==> src/rtl/atm_terminal_arbiter.sv <==
`timescale 1ns/1ps
// Round-robin arbiter sharing one ATM transaction core between N_TERM terminals, with per-account wrong-PIN lockout.
// Latency: gnt one cycle after req is seen in IDLE; rsp_valid TXN_CYCLES+2 cycles after (locked reject: 2).
// Backpressure: requests are held by terminals until gnt; one transaction in flight, others wait in req.
module atm_terminal_arbiter #(
    parameter int N_TERM     = 4,
    parameter int TXN_CYCLES = 4,
    parameter int MAX_FAIL   = 3
) (
    input  logic                   clk,
    input  logic                   rst,
    input  logic [N_TERM-1:0]      req,
    input  logic [3*N_TERM-1:0]    req_op,
    input  logic [4*N_TERM-1:0]    req_acc,
    input  logic [16*N_TERM-1:0]   req_pin,
    input  logic [16*N_TERM-1:0]   req_new_pin,
    input  logic [32*N_TERM-1:0]   req_amount,
    input  logic [N_TERM-1:0]      req_lang,
    input  logic                   admin_unlock,
    input  logic [3:0]             admin_acc,
    output logic [N_TERM-1:0]      gnt,
    output logic [N_TERM-1:0]      rsp_valid,
    output logic [31:0]            rsp_balance,
    output logic                   rsp_success,
    output logic                   rsp_locked,
    output logic                   busy,
    output logic                   core_rst,
    output logic [2:0]             core_op,
    output logic [3:0]             core_acc,
    output logic [15:0]            core_pin,
    output logic [15:0]            core_new_pin,
    output logic [31:0]            core_amount,
    output logic                   core_lang,
    input  logic [31:0]            core_balance,
    input  logic                   core_success
);
    localparam int PW = (N_TERM > 1) ? $clog2(N_TERM) : 1;
    localparam int CW = $clog2(TXN_CYCLES + 1);

    typedef enum logic [2:0] {IDLE, LAUNCH, REJECT, RUN, RESP} state_t;

    state_t          state, state_nxt;
    logic [PW-1:0]   rr_ptr;
    logic [PW-1:0]   term;
    logic [CW-1:0]   cnt;
    logic [1:0]      fail [16];

    logic            found;
    logic [PW-1:0]   pick;
    logic [3:0]      pick_acc;
    logic            pick_locked;
    logic [N_TERM-1:0] term_oh;
    logic            run_last;

    // First requesting terminal at or after rr_ptr, wrapping modulo N_TERM.
    always_comb begin
        found = 1'b0;
        pick  = '0;
        for (int i = 0; i < N_TERM; i++) begin
            if (!found && req[(int'(rr_ptr) + i) % N_TERM]) begin
                found = 1'b1;
                pick  = PW'((int'(rr_ptr) + i) % N_TERM);
            end
        end
    end

    assign pick_acc    = req_acc[int'(pick)*4 +: 4];
    assign pick_locked = (fail[pick_acc] == 2'(MAX_FAIL));
    assign term_oh     = {{(N_TERM-1){1'b0}}, 1'b1} << term;
    assign run_last    = (cnt == CW'(TXN_CYCLES - 1));

    always_comb begin
        state_nxt = state;
        case (state)
            IDLE:    if (found) state_nxt = pick_locked ? REJECT : LAUNCH;
            LAUNCH:  state_nxt = RUN;
            RUN:     if (run_last) state_nxt = RESP;
            REJECT:  state_nxt = RESP;
            RESP:    state_nxt = IDLE;
            default: state_nxt = IDLE;
        endcase
    end

    assign gnt       = (state == LAUNCH || state == REJECT) ? term_oh : '0;
    assign rsp_valid = (state == RESP) ? term_oh : '0;
    assign busy      = (state != IDLE);
    // Core is held in restart during our own reset so an aborted run cannot continue.
    assign core_rst  = !rst && (state != LAUNCH);

    always_ff @(posedge clk) begin
        if (rst) begin
            state        <= IDLE;
            rr_ptr       <= '0;
            term         <= '0;
            cnt          <= '0;
            core_op      <= '0;
            core_acc     <= '0;
            core_pin     <= '0;
            core_new_pin <= '0;
            core_amount  <= '0;
            core_lang    <= 1'b0;
            rsp_balance  <= '0;
            rsp_success  <= 1'b0;
            rsp_locked   <= 1'b0;
            for (int a = 0; a < 16; a++) fail[a] <= '0;
        end else begin
            state <= state_nxt;
            case (state)
                IDLE: begin
                    if (found) begin
                        term         <= pick;
                        rr_ptr       <= (int'(pick) == N_TERM - 1) ? '0 : pick + 1'b1;
                        core_op      <= req_op[int'(pick)*3 +: 3];
                        core_acc     <= pick_acc;
                        core_pin     <= req_pin[int'(pick)*16 +: 16];
                        core_new_pin <= req_new_pin[int'(pick)*16 +: 16];
                        core_amount  <= req_amount[int'(pick)*32 +: 32];
                        core_lang    <= req_lang[pick];
                    end
                end
                LAUNCH: cnt <= '0;
                RUN: begin
                    cnt <= cnt + 1'b1;
                    if (run_last) begin
                        rsp_balance <= core_balance;
                        rsp_success <= core_success;
                        rsp_locked  <= 1'b0;
                    end
                end
                REJECT: begin
                    rsp_balance <= '0;
                    rsp_success <= 1'b0;
                    rsp_locked  <= 1'b1;
                end
                RESP: begin
                    if (rsp_success)
                        fail[core_acc] <= '0;
                    else if (fail[core_acc] != 2'(MAX_FAIL))
                        fail[core_acc] <= fail[core_acc] + 2'd1;
                end
                default: ;
            endcase
            // Placed last so an unlock overrides a same-edge fail update.
            if (admin_unlock) fail[admin_acc] <= '0;
        end
    end
endmodule

==> config.mk <==
export PLATFORM = sky130hd
export DESIGN_NAME = atm_terminal_arbiter
export DESIGN_NICKNAME = d
export VERILOG_FILES = /design/src/rtl/atm_terminal_arbiter.sv
export SDC_FILE = /design/constraint.sdc
export NUM_CORES = 1
export LEC_CHECK = 0
export ABC_AREA = 1
export CAP_MARGIN = 10
export CORE_AREA = 4 4 170 172
export DETAILED_ROUTE_END_ITERATION = 16
export DIE_AREA = 0 0 174 176
export PLACE_DENSITY = 0.69
export SYNTH_ARGS = -nofsm -noshare
export SYNTH_HDL_FRONTEND = slang
export SYNTH_SLANG_ARGS = --single-unit
==> constraint.sdc <==
create_clock -name clk -period 3.6 [get_ports clk]
set_clock_uncertainty 0.15 [all_clocks]
set_input_delay 0.36 -clock clk [delete_from_list [all_inputs] [get_ports clk]]
set_output_delay 0.36 -clock clk [all_outputs]
set_load 0.01 [all_outputs]
==> impl_metrics.py <==
metrics = {
    "critical_path": {
        "cp.required_ns": 3.81,
        "critPathCaptureType": "flip-flop",
        "arrival_ns": 3.35,
        "cp-start-kind": "flip-flop",
        "cp_slowest_cell": "a31oi_1",
        "crit_type": "flip-flop to flip-flop",
        "worstPathMaxFanout": 24,
        "cp_cell_sequence": "buf_4, mux2i_1, o21ai_0, o211ai_1, nand2_1, ha_1, nor4_1, a31oi_1, nor2_1, inv_1, nor2_1, inv_1, nand3_1, a21oi_1",
        "crit_path_max_incr_delay_ns": 0.88,
    },
    "place": {
        "place_hpwl_um": 30100,
        "gp_congestion": 0.960,
        "place.port_buffers": 447,
        "place_ws_ns": 0.465,
        "place_area_um2": 13500,
    },
    "sta": {
        "worstMarginPinSlew_ns": 1.21,
        "max_freq_mhz": 318,
        "hold_violations": 0,
        "setup_viol": 0,
        "slew_viol_final": 0,
        "setup_ws_ns": 0.455,
        "tns_ns": 0,
        "rsz0062_at_grt": "false",
        "relSlewSlack": 0.191,
        "period_share": 0.874,
        "fin_crit_ns": 3.15,
    },
    "global_route": {
        "grtUsageTotal": 0.245,
        "antenna_found_initial": 6,
        "grt_pass1_wl_um": 59000,
        "grt-ovfl-total": 0,
        "grt_pass1_vias": 10300,
        "grt_max_degree": 111,
    },
    "logic_synthesis": {
        "ys_ff_latch": 152,
        "syn_area_per_cell_um2": 6.58,
        "yosys.area.top_type_share": 0.346,
        "post_synth_inst_count": 1336,
        "seq_area_frac_synth": 0.346,
        "synthesis.area_um2": 8800,
        "synth_warnings": 0,
        "synth_fp_nets": 1672,
        "yosys.area.top_type": "dfxtp_1",
        "synth.area.top_cells": "dfxtp_1 (35%), nand2_1 (13%), o21ai_0 (7.9%), a21oi_1 (6.7%), inv_1 (6.6%)",
        "ys_types": 36,
    },
    "final_layout": {
        "area_growth_pct": 60.3,
        "fin_nets": 2074,
        "design_area_um2": 14100,
        "layout_commonest_cell": "clkdlybuf4s50_1",
        "drive_gt1_frac": 0.0520,
        "most-common-layout-cells": "clkdlybuf4s50_1 (446), nand2_1 (310), dfxtp_1 (152)",
    },
    "clock_tree": {
        "path_clk_slew_ns": 0.07,
        "cts_tree": "yes",
        "clockRootBuffer": "clkbuf_16",
        "cts.path.max_buffers": 2,
        "cts_buffers": 17,
        "cts_hold_buf": 0,
        "cts_max_level": 4,
        "cts-resized-gates": 0,
        "cts.sinks": 152,
        "cts_setup_buffers": 0,
        "clkLatencyLatePin_ns": 0.43,
    },
    "floorplanning": {
        "start_util": 0.320,
        "die_width_um": 174,
        "rows": 61,
        "core-area_um2": 27500,
        "die_area_um2": 30600,
        "fp.dieH_um": 176,
        "io_pins": 448,
    },
    "route": {
        "drc": 0,
        "ant_nets": 0,
        "post_drt_wl_per_cell_um": 18.7,
        "post_drt_via_cell_ratio": 5.04,
        "vias": 10600,
        "routed_wl_um": 39300,
        "drt_iter0_markers": 794,
        "first_pass_iters": 5,
    },
    "power_and_ir_drop": {
        "peakVddDrop_mv": 0.477,
        "power_density_nw_per_um2": 747,
        "p_leak_nw": 5.76,
    },
    "outcome": {
        "status": "completed",
    },
    "min_path": {
        "holdCritPathClass": "input pin to flip-flop",
    },
    "job": {
        "cap_violations": 0,
    },
}
## power by group
part | internal (W) | switching [W] | total [W]
clock network | 0.00101 | 0.000806 | 0.00182
registers | 0.00203 | 0.000235 | 0.00226
logic | 0.00247 | 0.00398 | 0.00645
total | 0.00551 | 0.00502 | 0.0105
## through the flow
step           hold slack [ns]  utilization  power (W)  std cells
6_report                 0.238        0.513     0.0105       2104
2_1_floorplan            0.293            -    0.00652       1336
5_1_grt                  0.249        0.513     0.0114       2104
4_1_cts                  0.219        0.512     0.0106       2097
3_5_place_dp             0.304        0.491    0.00873       2065
3_3_place_gp             0.298        0.491    0.00866       2065
## final cells by class
| type | instances | area [µm²] |
|---|---|---|
| Antenna cell | 7 | 17.5 |
| Clock buffer | 19 | 453 |
| Clock inverter | 13 | 134 |
| Fill cell | 2729 | 13400 |
| Inverter | 160 | 606 |
| Multi-Input combinational cell | 940 | 4770 |
| Sequential cell | 152 | 3040 |
| Tap cell | 346 | 433 |
| Timing Repair Buffer | 467 | 4640 |
## worst paths after layout
path,start,to,slack [ns],depth (start not counted)
worst min register to register,rsp_balance[25]$_SDFFE_PP0P_,rsp_balance[25]$_SDFFE_PP0P_,0.31,2
worst max register to register,flip-flop,fail[7][0]$_SDFFE_PP0P_,0.45,14
worst max-delay path,flip-flop,fail[7][0]$_SDFFE_PP0P_,0.45,14
worst min-delay path,rst,state[0]$_SDFFE_PP0P_,0.24,3
## cells by family after synthesis
group | Yosys count | synth area share
AND/OR/NAND/NOR | 538 | 0.255
AO/OA/AOI/OAI | 357 | 0.233
buffers and inverters | 244 | 0.114
flip-flops | 152 | 0.346
multiplexers | 41 | 0.0467
adder cells (fa/ha/maj) | 4 | 0.00569
## worst max-delay path, delay by kind of cell, from the launching register on
kind                       cells  cell delay (ns)
AOI/OAI and AO/OA              4             1.37
buffers and inverters          3             0.50
and+or+nand+nor                5             0.42
DFF                            1             0.31
adders and majority gates      1             0.17
muxes                          1             0.14
## metal layers
layer | track usage | share of wire | vias up
li1 | - | - | 5242
met1 | 0.284 | 0.40 | 4909
met2 | 0.436 | 0.51 | 384
met3 | 0.0600 | 0.061 | 65
met4 | 0.0960 | 0.027 | 0
met5 | 0 | 0 | -
## flip-flops by register name, indices dropped and copies added, names as in the netlist, named ones only
register      flops
cnt               3
core_acc          4
rsp_balance      32
core_amount      32
core_lang         1
core_new_pin     16
core_op           3
state             3
core_pin         16
term              2
rr_ptr            2
fail             32
rsp_success       1
rsp_locked        1
## Yosys cell counts
cell type and n:
o21ai_1 16, nor2_4 1, nand3_2 5, buf_2 14, a21oi_2 1, nor3_1 20, inv_4 1, ha_1 4
a31oi_1 1, nand2_2 15, inv_1 154, buf_6 4, dfxtp_1 152, o221ai_1 33, nand2_1 311, a221o_1 1
and2_1 1, or2_2 1, nand3_1 59, nor4_1 1, buf_1 6, o211ai_1 42, o21ai_0 139, nand3_4 1
mux2i_1 41, a211oi_1 2, or2_1 3, nand4_1 7, a21oi_1 118, o21a_1 1, clkbuf_1 51, nor2_1 113
o211ai_2 2, inv_2 5, buf_4 9, a2bb2oi_1 1
Note: power is estimated with default switching activity, not from simulation.
